<file path="src/rtl/pc_unit.sv">
// rtl/pc_unit.sv - registered program counter with next-PC select, link capture and optional return-address stack
// Optional feature macro: PC_RAS_EN (defined = hardware return-address stack present)
module pc_unit #(
  parameter int               WIDTH        = 16,
  parameter logic [WIDTH-1:0] RESET_VECTOR = '0,
  parameter int               RAS_DEPTH    = 4
) (
  input  logic                        clk,
  input  logic                        reset,
  input  logic                        stall,
  input  logic                        jal_en,
  input  logic                        ret_en,
  input  logic                        jump_en,
  input  logic                        branch_en,
  input  logic [WIDTH-1:0]            src2,
  output logic [WIDTH-1:0]            pc,
  output logic [WIDTH-1:0]            rlink,
  output logic                        rlink_valid,
  output logic [$clog2(RAS_DEPTH):0]  ras_count,
  output logic                        ras_overflow,
  output logic                        ras_underflow
);

  localparam int PtrW = $clog2(RAS_DEPTH);
  localparam int CntW = PtrW + 1;

  // Winning next-PC source after priority resolution
  typedef enum logic [2:0] {
    SEL_SEQ,
    SEL_BRANCH,
    SEL_JUMP,
    SEL_RET,
    SEL_JAL
  } selT;

  selT              sel;
  logic [WIDTH-1:0] seqPc;
  logic [WIDTH-1:0] branchPc;
  logic [WIDTH-1:0] nextPc;
  logic [WIDTH-1:0] retPc;

  // Reject stack depths the circular pointer cannot address cleanly
  generate
    if (RAS_DEPTH < 2 || (RAS_DEPTH & (RAS_DEPTH - 1)) != 0) begin : gBadDepth
      $error("pc_unit: RAS_DEPTH must be a power of two and at least 2");
    end
  endgenerate

  // Modulo-2^WIDTH adders; the link address is the sequential successor
  assign seqPc    = pc + WIDTH'(1);
  assign branchPc = pc + src2;

  // Fixed priority: jal > ret > jump > branch > sequential
  always_comb begin
    sel = SEL_SEQ;
    if (jal_en)         sel = SEL_JAL;
    else if (ret_en)    sel = SEL_RET;
    else if (jump_en)   sel = SEL_JUMP;
    else if (branch_en) sel = SEL_BRANCH;
  end

`ifdef PC_RAS_EN
  logic [WIDTH-1:0] rasMem [RAS_DEPTH];
  logic [PtrW-1:0]  rasPtr;
  logic [CntW-1:0]  rasCnt;
  logic             rasOvf;
  logic             rasUnf;
  logic             rasEmpty;
  logic             rasFull;
  logic [WIDTH-1:0] rasTop;

  assign rasEmpty = (rasCnt == '0);
  assign rasFull  = (rasCnt == CntW'(RAS_DEPTH));
  // rasPtr names the next free slot, so the top sits one below it
  assign rasTop   = rasMem[rasPtr - PtrW'(1)];
  // An empty stack falls back to the supplied target
  assign retPc    = rasEmpty ? src2 : rasTop;

  // Stack storage: pushes land on the free slot, wrapping onto the oldest entry when full
  always_ff @(posedge clk) begin
    if (reset && !stall && sel == SEL_JAL) begin
      rasMem[rasPtr] <= seqPc;
    end
  end

  // Stack pointer, occupancy and sticky error flags
  always_ff @(posedge clk) begin
    if (!reset) begin
      rasPtr <= '0;
      rasCnt <= '0;
      rasOvf <= 1'b0;
      rasUnf <= 1'b0;
    end else if (!stall) begin
      if (sel == SEL_JAL) begin
        rasPtr <= rasPtr + PtrW'(1);
        if (rasFull) rasOvf <= 1'b1;
        else         rasCnt <= rasCnt + CntW'(1);
      end else if (sel == SEL_RET) begin
        if (rasEmpty) begin
          rasUnf <= 1'b1;
        end else begin
          rasPtr <= rasPtr - PtrW'(1);
          rasCnt <= rasCnt - CntW'(1);
        end
      end
    end
  end

  assign ras_count     = rasCnt;
  assign ras_overflow  = rasOvf;
  assign ras_underflow = rasUnf;
`else
  // Without a stack a return is simply an absolute jump
  assign retPc         = src2;
  assign ras_count     = '0;
  assign ras_overflow  = 1'b0;
  assign ras_underflow = 1'b0;
`endif

  // Next-PC multiplexer driven by the resolved source
  always_comb begin
    nextPc = seqPc;
    case (sel)
      SEL_JAL:    nextPc = src2;
      SEL_RET:    nextPc = retPc;
      SEL_JUMP:   nextPc = src2;
      SEL_BRANCH: nextPc = branchPc;
      default:    nextPc = seqPc;
    endcase
  end

  // Architectural PC and link register; the valid pulse drops on any non-JAL cycle
  always_ff @(posedge clk) begin
    if (!reset) begin
      pc          <= RESET_VECTOR;
      rlink       <= '0;
      rlink_valid <= 1'b0;
    end else begin
      rlink_valid <= 1'b0;
      if (!stall) begin
        pc <= nextPc;
        if (sel == SEL_JAL) begin
          rlink       <= seqPc;
          rlink_valid <= 1'b1;
        end
      end
    end
  end

endmodule

</file>
<file path="config.mk">
export PLATFORM = sky130hd
export DESIGN_NAME = pc_unit
export DESIGN_NICKNAME = d
export VERILOG_FILES = /design/src/rtl/pc_unit.sv
export SDC_FILE = /design/constraint.sdc
export NUM_CORES = 1
export LEC_CHECK = 0
export CAP_MARGIN = 5
export CELL_PAD_IN_SITES_DETAIL_PLACEMENT = 1
export CELL_PAD_IN_SITES_GLOBAL_PLACEMENT = 1
export CORE_UTILIZATION = 33
export CTS_BUF_LIST = sky130_fd_sc_hd__clkbuf_4 sky130_fd_sc_hd__clkbuf_8
export DETAILED_ROUTE_END_ITERATION = 10
export PLACE_DENSITY_LB_ADDON = 0.1
export SLEW_MARGIN = 30
export SYNTH_ARGS = -nofsm -noshare
export SYNTH_HDL_FRONTEND = slang
export SYNTH_SLANG_ARGS = --single-unit
</file>
<file path="constraint.sdc">
create_clock -name clk -period 2.5 [get_ports clk]
set_input_delay 0.375 -clock clk [delete_from_list [all_inputs] [get_ports clk]]
set_output_delay 0.375 -clock clk [all_outputs]
set_load 0.01 [all_outputs]
</file>
### Word-level counts from Yosys, hierarchy flattened

Cells that the tools add are included.
W data, S select, Z words.

* register bits after elaboration: 33
* input port bits: 23
* output and inout bits: 38
* word-level logic and storage cells: 20

* add/subtract/negate cells: 2
* equality and inequality tests: 4
* multiplexer cells: 6
* bitwise gates (word level): 2
* reductions and logical operators: 3

Operator list (number)
* $pmux W16 S2: 1
* $add A16 B1 Y16 const B: 1
* $add A16 B16 Y16: 1
* $eq A3 B2 Y1 const B: 2
* $mux W2: 2
* $eq A3 B1 Y1 const B: 1
* $eq A3 B3 Y1 const B: 1
* $mux W3: 1
* $reduce_or A3 Y1: 1
* $mux W1: 2
* $not A1 Y1: 2
* $reduce_and A2 Y1: 1
* $reduce_or A2 Y1: 1

### Logic depth before layout (Yosys ltp)

* depth after elaboration: 7
* depth in mapped cells: 11
* mapped depth without buffers: 11

### Worst setup path after synthesis

Ideal clock, no wire load.

* path kind: register to register
* start: reg pc[0]
* end: reg pc[8]
* library setup time: 0.074 ns
* arrival: 2.328 ns
* data required time: 2.426 ns
* slack: 0.098 ns
* stages on the path, launching flop included: 12
* clock period less this slack: 2.402 ns
* cell sequence: dfxtp_1 > ha_1 > inv_1 > fa_1 > nor2b_4 > o31a_2 > or2_2 > o31ai_1 > xnor2_1 > nor2_1 > a211o_1 > a31oi_1

* word-level cells in the longest chain between the ends: 2
* elaborated cells between the ends (all ways): 3
* classes of those cells: add/sub (2); mux (1)

RTL lines
* start, declared: RTL line 16 `output logic [WIDTH-1:0] pc,`
* start signal, assigned: RTL line 141 `pc <= nextPc;`
* $add A16 B1 Y16 / $add A16 B16 Y16 (equally long branches): RTL line 50, 51
* $pmux W16 S2 *: RTL line 123 `case (sel)`

Mark *: on every way between the ends. The rest lies on a longest branch, timed or not.
A chain may end at the register's enable or synchronous reset.

### Final worst setup path

* start: in src2[0]
* end: reg pc[8]

* word-level cells in the longest chain between the ends: 2

RTL lines
* start, declared: RTL line 15 `input logic [WIDTH-1:0] src2,`
* $add A16 B16 Y16: RTL line 51 `assign branchPc = pc + src2;`
* $pmux W16 S2: RTL line 123

Every way passes these cells.

==> metrics.cfg <==
[run_status]
status=finished, final reports clean

[worst_setup_path]
endpoint_kind=register
worstRegToRegCells=11
cp_data_required_time_ns=2.72
r2r-end=pc[8]
critPathKind=in2reg
crit_arrival_ns=2.67
r2r_start=pc[0]
critPathMaxFanout=3
worstSetupStartpointType=input port
r2r_setup_slack_ns=0.11

[hold_path]
whs_endpoint=rlink[1]
hold_path_class=reg2reg
whs_path_depth=2
min_from=rlink[1]

[clock_tree]
cts.htree.levels=2
root_buffer=clkbuf_8
post_cts_buffers=0
hold_buffers=0
cts_made_buffers=5
cts_tree=yes
cts_max_path_buffers=2
worstSkewPairLatency_ns=0.29
path_clk_slew_ns=0.08
cts.sinks=33

[job]
cap_violations=0

[die]
start_util=0.346
die_width_um=87.1
ios=61
fp.dieH_um=87.1
die_area_um2=7590
rows=30
coreArea_um2=6910

[sta]
worst_slew_pin_slew_ns=0.518
finalCriticalPeriod_ns=2.44
finalClockSkew_ns=0.0114
report.final.hold_viol_count=0
setup_viol=0
tns_ns=0
period_share=0.977
max-slew-margin-rel=0.652
timing.fmax_mhz=409
setup_ws_ns=0.0574
rsz0062_at_grt=true
finalMaxSlewViolations=0

[power]
max-vdd-ir-drop_mv=0.234
pwr_density_cell_nw_per_um2=490
p_leak_uw=0.00142

[synth]
synth-warning-count=0
synth_edf_count=0
synth_cells=301
ys.flop_type=dfxtp_1
ys_seq_area_frac=0.276
ys_async_sr_fraction=0
synth.avg_cell_area_um2=7.94
syn_area_um2=2390
synth_cell_type_count=58
synth_seq_cells=33

[placed_design]
place.gp.congestion=0.786
dp.cells=480
io_buffer_count=55
dpl_worst_slack_ns=-0.501
post-dp-hpwl_um=6230

[global_routing]
grt_pass1_wl_um=13100
grt_remaining_overflow=0
grt_pass1_vias=2570
grt_max_degree=26
antenna_found_initial=0
grt.total_usage=0.224

[drt]
dr.pass1.iters=4
drc_errors=0
routed_wl_um=8190
ant_nets=0
vias=2525
drt_iter0_drc=139
vias_per_cell=5.17
avgRoutedWirePerCell_um=16.8

[layout]
drive_above_1_share=0.179
layout_common_cells=clkdlybuf4s50_1 (50), nor2_1 (49), buf_4 (43)
fin_cells=488
nets=431
layout_commonest_cell=clkdlybuf4s50_1
n_antenna_cell=0
area_growth_syn_to_layout_pct=45.1
final_core_util=0.502

-- per-stage QoR --
step	hold slack, ns	area [um^2]	power, uW
floorplan	0.481	2410	891
global placement	0.448	3270	1120
CTS	0.457	3430	1700
finish	0.454	3470	1700
global route	0.478	3470	1780
detailed placement	0.448	3270	1130
-- sequential cells by signal, indices dropped and copies added (netlist names) --
signal and flops:
pc 16, rlink 16, rlink_valid 1
-- where the power goes --
part / switching (uW) / internal (uW)
sequential: 28.8 / 561
combinational: 277 / 277
clock: 218 / 336
total: 524 / 1170
-- synthesized netlist by cell type, drive strengths merged, types with 2 or more instances --
master	number	area share
a211oi	18	0.057
a21o	6	0.020
a21oi	17	0.037
a221oi	5	0.021
a31oi	3	0.0079
and2	2	0.0058
and3	3	0.0079
and4	2	0.0073
buf	7	0.023
clkbuf	12	0.031
dfxtp	33	0.28
ha	16	0.084
inv	8	0.013
nand2	21	0.034
nand3	9	0.019
nand4	2	0.0052
nor2	49	0.077
nor2b	3	0.011
nor3	7	0.015
o211ai	2	0.0063
o21a	5	0.016
o21ai	20	0.045
o221ai	2	0.0073
o22ai	2	0.0052
o31a	2	0.0079
xnor2	14	0.051
xor2	11	0.040
-- cells by family after synthesis --
group	after synthesis	share of synthesized area
and+or+nand+nor	102	0.193
AOI/OAI and AO/OA	94	0.274
DFF	33	0.276
buffers and inverters	28	0.0680
xor gates and xnor gates	25	0.0916
adders and majority gates	17	0.0921
other	1	0.00157
muxes	1	0.00419
-- worst max-delay path by stage --
stage / startpoint / endpoint / slack (ns)
2_1_floorplan: pc[0] / pc[8] / 0.1
3_3_place_gp: src2[0] / pc[8] / -0.42
3_5_place_dp: src2[0] / pc[8] / -0.50
4_1_cts: src2[2] / pc[8] / 0.004
5_1_grt: src2[0] / pc[8] / -0.01
6_report: src2[0] / pc[8] / 0.06
-- cell type report --
| type | count | area (um^2) |
|---|---|---|
| inverter | 9 | 33.8 |
| fill | 872 | 3440 |
| clock inverter | 1 | 30.0 |
| sequential | 33 | 661 |
| tap | 96 | 120 |
| clock buffer | 7 | 90.1 |
| timing repair buffer | 98 | 878 |
| multi-input combinational | 244 | 1660 |
-- worst max-delay path: stages --
cell and delay, ns:
dlygate4sd2_1 0.26, ha_2 0.21, inv_1 0.08, fa_2 0.24
nor2b_4 0.05, o31a_2 0.28, or2_2 0.32, o31ai_4 0.22
xnor2_1 0.15, nor2_1 0.06, a211o_1 0.27, a31oi_1 0.15
-- routing by layer --
layer	global-route usage	wire, um	vias to the layer above
met2	0.364	3730	71
met1	0.316	4030	1187
met4	0.0402	56	0
li1	-	-	1261
met5	0	0	-
met3	0.0370	380	6
-- timing repair --
item	in CTS	in global routing
pin swaps	6	9
resized for setup	8	8
setup endpoints to repair	5	6
Note: power is estimated with default switching activity, not from simulation.
